$ cat src/rtl/pin_pattern_driver.sv
// Board test jig stimulus: walking-one pin test with looped-back compare and RGB status PWM.
// Optional PIN_TEST_WALK_ZERO_EN adds a second walking-zero pass after a clean walking-one pass.
module pin_pattern_driver #(
  parameter int NUM_PINS      = 29,
  parameter int SETTLE_CYCLES = 16,
  parameter int PWM_BITS      = 8,
  parameter int LED_DUTY      = 16
) (
  input  logic                        clk,
  input  logic                        rst,
  input  logic                        start,
  output logic [NUM_PINS-1:0]         pin_out,
  output logic [NUM_PINS-1:0]         pin_oe,
  input  logic [NUM_PINS-1:0]         pin_in,
  output logic                        busy,
  output logic                        done,
  output logic                        pass,
  output logic [$clog2(NUM_PINS)-1:0] fail_index,
  output logic [NUM_PINS-1:0]         fail_data,
  output logic                        led_r_pwm,
  output logic                        led_g_pwm,
  output logic                        led_b_pwm
);
  localparam int IW = $clog2(NUM_PINS);
  localparam int SW = (SETTLE_CYCLES > 1) ? $clog2(SETTLE_CYCLES) : 1;

  typedef enum logic [2:0] {IDLE, DRIVE, SETTLE, SAMPLE, FINISH} state_t;

  state_t              state;
  logic [IW-1:0]       idx;
  logic [SW-1:0]       settle_cnt;
  logic [NUM_PINS-1:0] sync1, sync2;
  logic                has_result;
  logic [PWM_BITS:0]   pwm_cnt;
`ifdef PIN_TEST_WALK_ZERO_EN
  logic                phase;
`endif

  logic [NUM_PINS-1:0] walk, walk_next, expected, next_pat;
  logic                last, match, final_pass, pwm_on, blink;

  always_comb begin
    walk      = NUM_PINS'(1) << idx;
    walk_next = walk << 1;
    last      = (idx == IW'(NUM_PINS - 1));
`ifdef PIN_TEST_WALK_ZERO_EN
    expected   = phase ? ~walk : walk;
    next_pat   = phase ? ~walk_next : walk_next;
    final_pass = phase;
`else
    expected   = walk;
    next_pat   = walk_next;
    final_pass = 1'b1;
`endif
    match = (sync2 == expected);
  end

  // Response pins are asynchronous to clk.
  always_ff @(posedge clk) begin
    if (rst) begin
      sync1 <= '0;
      sync2 <= '0;
    end else begin
      sync1 <= pin_in;
      sync2 <= sync1;
    end
  end

  always_ff @(posedge clk) begin
    if (rst) begin
      state      <= IDLE;
      idx        <= '0;
      settle_cnt <= '0;
      pin_out    <= '0;
      pin_oe     <= '0;
      busy       <= 1'b0;
      done       <= 1'b0;
      pass       <= 1'b0;
      fail_index <= '0;
      fail_data  <= '0;
      has_result <= 1'b0;
`ifdef PIN_TEST_WALK_ZERO_EN
      phase      <= 1'b0;
`endif
    end else begin
      done <= 1'b0;
      case (state)
        IDLE: if (start) begin
          state   <= DRIVE;
          idx     <= '0;
          busy    <= 1'b1;
          pass    <= 1'b0;
          pin_oe  <= '1;
          pin_out <= NUM_PINS'(1);
`ifdef PIN_TEST_WALK_ZERO_EN
          phase   <= 1'b0;
`endif
        end
        DRIVE: begin
          state      <= SETTLE;
          settle_cnt <= SW'(SETTLE_CYCLES - 1);
        end
        SETTLE: begin
          if (settle_cnt == '0) state <= SAMPLE;
          else settle_cnt <= settle_cnt - SW'(1);
        end
        SAMPLE: begin
          if (!match || (last && final_pass)) begin
            state      <= FINISH;
            done       <= 1'b1;
            busy       <= 1'b0;
            pin_oe     <= '0;
            pin_out    <= '0;
            pass       <= match;
            has_result <= 1'b1;
            if (!match) begin
              fail_index <= idx;
              fail_data  <= sync2;
            end
          end else begin
`ifdef PIN_TEST_WALK_ZERO_EN
            // Walking-one clean: restart the index for the walking-zero pass.
            if (last) begin
              phase   <= 1'b1;
              idx     <= '0;
              pin_out <= ~NUM_PINS'(1);
            end else
`endif
            begin
              idx     <= idx + IW'(1);
              pin_out <= next_pat;
            end
            state <= DRIVE;
          end
        end
        FINISH:  state <= IDLE;
        default: state <= IDLE;
      endcase
    end
  end

  // Extra counter bit above the PWM period acts as the busy blink gate.
  assign pwm_on = (pwm_cnt[PWM_BITS-1:0] < PWM_BITS'(LED_DUTY));
  assign blink  = ~pwm_cnt[PWM_BITS];

  always_ff @(posedge clk) begin
    if (rst) begin
      pwm_cnt   <= '0;
      led_r_pwm <= 1'b0;
      led_g_pwm <= 1'b0;
      led_b_pwm <= 1'b0;
    end else begin
      pwm_cnt   <= pwm_cnt + (PWM_BITS+1)'(1);
      led_b_pwm <= busy & pwm_on & blink;
      led_g_pwm <= ~busy & has_result & pass & pwm_on;
      led_r_pwm <= ~busy & has_result & ~pass & pwm_on;
    end
  end
endmodule
$ cat config.mk
export PLATFORM = sky130hd
export DESIGN_NAME = pin_pattern_driver
export DESIGN_NICKNAME = d
export VERILOG_FILES = /design/src/rtl/pin_pattern_driver.sv
export SDC_FILE = /design/constraint.sdc
export NUM_CORES = 1
export LEC_CHECK = 0
export ABC_AREA = 1
export CAP_MARGIN = 25
export CORE_ASPECT_RATIO = 1.25
export CORE_MARGIN = 5
export CORE_UTILIZATION = 48
export DETAILED_ROUTE_END_ITERATION = 8
export PLACE_DENSITY = 0.87
export SLEW_MARGIN = 20
export SYNTH_ARGS = -nofsm -noshare
export SYNTH_HDL_FRONTEND = slang
export SYNTH_SLANG_ARGS = --single-unit
$ cat constraint.sdc
create_clock -name clk -period 4.2 [get_ports clk]
set_input_delay 0.84 -clock clk [delete_from_list [all_inputs] [get_ports clk]]
set_output_delay 0.84 -clock clk [all_outputs]
set_load 0.005 [all_outputs]
# == Word level (Yosys, flattened, before mapping) ==
# Index checks and enable logic that the tools add are counted.
# classes
muxes,22
mul,0
n_shift,1
bitwise_logic,12
n_reduce_logical,14
div,0
n_addsub,3
order_cmp,1
n_eq_ne,10
# op_table
cell,n
two-way mux 29 bit,4
case mux 29 bit (2 select lines),2
== test 29 bit,1
"<< shifter 1 x 5 -> 29 bit, first input constant",1
case mux 3 bit (4 select lines),1
two-way mux 5 bit,2
"!= test 2 bit, second input constant",5
case mux 5 bit (2 select lines),1
"adder 9 x 1 -> 9 bit, second input constant",1
two-way mux 3 bit,3
AND reduction 3 bit,3
"less-than comparator 8 x 5 -> 1 bit, second input constant",1
case mux 4 bit (2 select lines),1
AND reduction 2 bit,4
bitwise AND 1 bit,7
"== test 3 x 2 -> 1 bit, second input constant",2
"adder 5 x 1 -> 5 bit, second input constant",1
"== test 5 bit, second input constant",1
two-way mux 1 bit,5
inverter 1 bit,5
logical NOT 4 bit,1
two-way mux 4 bit,1
case mux 1 bit (2 select lines),2
nonzero test 2 bit,2
6 further kinds,6
# word_totals
word_cells,80
ramBits,0
input_bits,32
regBits,178
memories,0
latchBits,0
rom_bits,0
out_inout_bits,98

# == Logic depth before layout (Yosys ltp) ==
# depth
word_depth,6
ltp_mapped,18
ltp_nobuf,17

# == Worst setup path after synthesis ==
# OpenSTA, ideal clock, no wires.
# synth_timing
path_kind,register to register
start,reg idx[0]
end,reg fail_data[0]
setup_ns,0.119
path_buffers,2
t_required_ns,4.081
path_slack_ns,2.082
synth_period_minus_slack_ns,2.118
stages_incl_launch_ff,18
arrival_time_ns,1.999
cell_sequence,dfxtp_1 > inv_1 > ha_1 > buf_4 > inv_2 > nor2_2 > nand3_1 > nand2_1 > nand2_1 > nor2_1 > nand3_1 > nor2_2 > nand3_2 > nand2_4 > inv_4 > buf_6 > o21ai_0 > a21oi_1
# synth_via
elab_chain_cells,5
elab_cells_between_ends,7
cone_classes,2 x eq/ne; 1 x shift; 1 x bitwise; 3 x reduce/logical
# synth_rtl
element,line,source
from (decl),30,logic [IW-1:0] idx;
from (signal assigned),130,idx <= idx + IW'(1);
<< shifter 1 x 5 -> 29 bit,43,walk = NUM_PINS'(1) << idx;
== test 29 bit,55,match = (sync2 == expected);
logical NOT 1 bit,--,
logical OR 1 bit,108,if (!match || (last && final_pass)) begin
AND reduction 3 bit (no source line) *,--,
to (signal assigned),118,fail_data <= sync2;
to (decl),19,"output logic [NUM_PINS-1:0] fail_data,"
# Mark *: on every way between the ends. The rest lies on a longest branch, timed or not.
# A chain may end at the register's enable or synchronous reset.

# == Final worst setup path ==
# layout_timing
start,reg idx[4]
end,reg fail_data[2]
# The elaborated chain is that of the path after synthesis.

==> qor.log <==
qor: setup_path.worstPathRequired 4490 ps
qor: logic_synthesis.netlist-cell-type-count 32
qor: sta.max_slew_margin 34.7%
qor: floorplan.die_h 138 um
qor: logic_synthesis.synth_area_per_cell 7.38 um^2
qor: logic_synthesis.yosys_register_bits 149
qor: pwr.power_per_cell_area 490 nW/um^2
qor: logic_synthesis.synth_area 6260 um^2
qor: clock_network.cts_hold_buf 0
qor: sta.rsz_0062_raised_after_global_routing no
qor: clock_network.cts_inserted_buffers 17
qor: pwr.totalPowerFinal 3.91 mW
qor: place.port_buffers 129
qor: outcome.run_status finished, final reports clean
qor: place.worst_setup_slack_before_clock_tree_synthesis 1210 ps
qor: hold_path.worst_hold_path_type reg2reg
qor: global_route.first_global_vias 5061
qor: drt.routedWlPerCell 13.7 um
qor: global_route.grt_first_pass_wirelength 24600 um
qor: sta.post_layout_min_period 3040 ps
qor: global_route.largest_net_degree_at_the_start_of_global_routing 101
qor: sta.clock_skew 8.32 ps
qor: cells_and_area.nets 976
qor: floorplan.row_count 46
qor: floorplan.die_width 112 um
qor: floorplan.die_area 15400 um^2
qor: setup_path.critical_path_peak_fanout 62
qor: cells_and_area.post_layout_nonfiller_instances 1117
qor: flow_run.max_cap_viol_count 0
qor: sta.hold_viol_final 0
qor: sta.final_min_period_over_clock_period 72.5%
qor: logic_synthesis.synth.yosys.seq_area_share 47.6%
qor: clock_network.h-tree-depth 4
qor: clock_network.cts.sinks 149
qor: clock_network.clk_latency 420 ps
qor: clock_network.post-cts-setup-buffers 0
qor: place.gp_congestion 0.968
qor: clock_network.clock_tree_from_tritoncts done
qor: drt.via_count 5431
qor: floorplan.placeableCoreArea 12700 um^2
qor: global_route.grt-ovfl-total 0
qor: setup_path.crit_path_end_kind flop
qor: logic_synthesis.synthTopCellsByArea dfxtp_1 (48%), nand2_1 (9.8%), inv_1 (7.6%)
qor: sta.fin_tns_setup 0 ps
qor: sta.setup_ws 1160 ps
qor: pwr.p_leak 3.37 nW
qor: floorplan.starting_density 49.2%
qor: drt.first_iter_violations 494
qor: logic_synthesis.synthMostInstantiatedCell nand2_1
qor: drt.ant_nets 0
qor: logic_synthesis.syn_inst 849
qor: setup_path.setup.worst_path.start_class flop
qor: drt.viasPerCell 4.86
qor: cells_and_area.layout-area-overhead-vs-synth 27.4%
qor: sta.tightest_slew 979 ps
qor: pwr.ir_worst_vdd 266 uV
qor: clock_network.post_cts_resized 0
qor: place.hpwlAfterDp 11100 um
qor: place.place_inst 1085
qor: sta.fmaxAchievable 0.329 GHz
qor: cells_and_area.postLayoutCoreUtil 62.7%
qor: logic_synthesis.ys.flop_type dfxtp_1
qor: logic_synthesis.netlist.top_cell.by_area dfxtp_1
qor: global_route.track_usage 20.0%
qor: logic_synthesis.postSynth.asyncResetShare 0%
qor: setup_path.critical_path_at 3330 ps
qor: cells_and_area.n_antenna_cell 0
qor: global_route.grt_antenna_before_repair 0
qor: sta.finalMaxSlewViolations 0
qor: logic_synthesis.synth_common_cells nand2_1 (164), dfxtp_1 (149), inv_1 (127), nor2_1 (124), a21oi_1 (74)
qor: sta.finalSetupViolCount 0
qor: drt.postRouteWirelength 15300 um
qor: logic_synthesis.yosys_warnings 0
qor: floorplan.boundaryPins 130
qor: logic_synthesis.synth-edff-count 0
qor: clock_network.worst_setup_hold_path_clk_slew 60 ps
qor: clock_network.cts-root-buf clkbuf_16
qor: clock_network.maximum_buffer_depth_of_the_clock_tree 2
qor: logic_synthesis.mappedNetlistNets 889
qor: setup_path.worst-setup-path-type reg2reg
qor: logic_synthesis.yosysTopAreaCellShare 47.6%
qor: cells_and_area.final_layout_size_suffix_gt1_share 6.32%
qor: drt.drc_violation_count_after_routing 0
qor: drt.drt_pass1_iterations 5
[per-layer routing]
metal	routed length [um]	global-route usage, %	part of all wire (%)
met2	7520	33.7	49
met4	422	9.35	2.8
met5	0	0	0
met3	1030	4.66	6.7
met1	6360	24.2	41
[through the flow]
| stage | instance area (um^2) | hold WS, ps |
|---|---|---|
| 5_1_grt | 7980 | 409 |
| 3_3_place_gp | 7340 | 389 |
| 6_report | 7980 | 400 |
| 3_5_place_dp | 7360 | 392 |
| 2_1_floorplan | 6260 | 388 |
| 4_1_cts | 7980 | 400 |
[kinds of logic (layout without fill, tap and decap cells)]
group                    after synthesis  in the layout  synth area share [%]
AO/OA/AOI/OAI                        121            121                  9.79
XOR/XNOR                               4              4                 0.559
adder cells (fa/ha/maj)                8              8                  1.60
buffers and inverters                199            299                  15.3
flip-flops                           149            149                  47.6
AND/OR/NAND/NOR                      368            368                  25.2
[cell usage in the layout, fill, tap and decap left out, types with 8 or more instances in the layout]
master	instances
clkdlybuf4s50_1	128
dfxtp_1	149
nor2_1	124
nand3_1	36
nor2_2	8
inv_1	127
clkbuf_16	17
nand4_1	15
a21oi_1	74
o21ai_0	23
nand2_1	164
ha_1	8
o21ai_1	21
[worst paths after layout]
kind | start | slack (ps) | cells after the start | endpoint
setup / recovery | idx[4]$_SDFFE_PP0P_ | 1160 | 13 | fail_data[2]$_SDFFE_PP0P_
hold / removal | sync1[21]$_SDFF_PP0_ | 400 | 2 | sync2[21]$_SDFF_PP0_
setup reg to reg | idx[4]$_SDFFE_PP0P_ | 1160 | 13 | fail_data[2]$_SDFFE_PP0P_
hold reg to reg | sync1[21]$_SDFF_PP0_ | 400 | 2 | sync2[21]$_SDFF_PP0_
[layout make-up]
| cell class | count | area [um^2] |
|---|---|---|
| tap | 168 | 210 |
| timing repair buffer | 134 | 1340 |
| fill | 1084 | 4740 |
| sequential | 149 | 2980 |
| clock inverter | 13 | 173 |
| clock buffer | 19 | 443 |
| inverter | 133 | 502 |
| multi-input combinational | 501 | 2320 |
[critical path, cell delays in order, from the launching register on]
cell	delay (ps)
dfxtp_1	830
inv_2	370
nand2_1	190
nor2_1	100
nand2_1	70
nand2_1	40
nor2_1	90
nand2_1	90
nor2_1	230
nand3_2	170
nand2_4	160
inv_4	200
o21ai_0	260
a21oi_1	60
[sequential cells by signal, summed over array words and instances, names as in the netlist, 3 cells and up]
name and count:
fail_data 29, fail_index 5, idx 5, pin_out 29, pwm_cnt 9, settle_cnt 4
state 3, sync1 29, sync2 29
[report_power, final]
group	internal, mW	total [mW]	leakage [nW]	switching, mW
combinational	0.380	0.735	1.86	0.355
sequential	1.53	1.62	1.22	0.0884
clock	0.960	1.56	0.292	0.599
No activity file was read; power rests on OpenSTA's default activity.
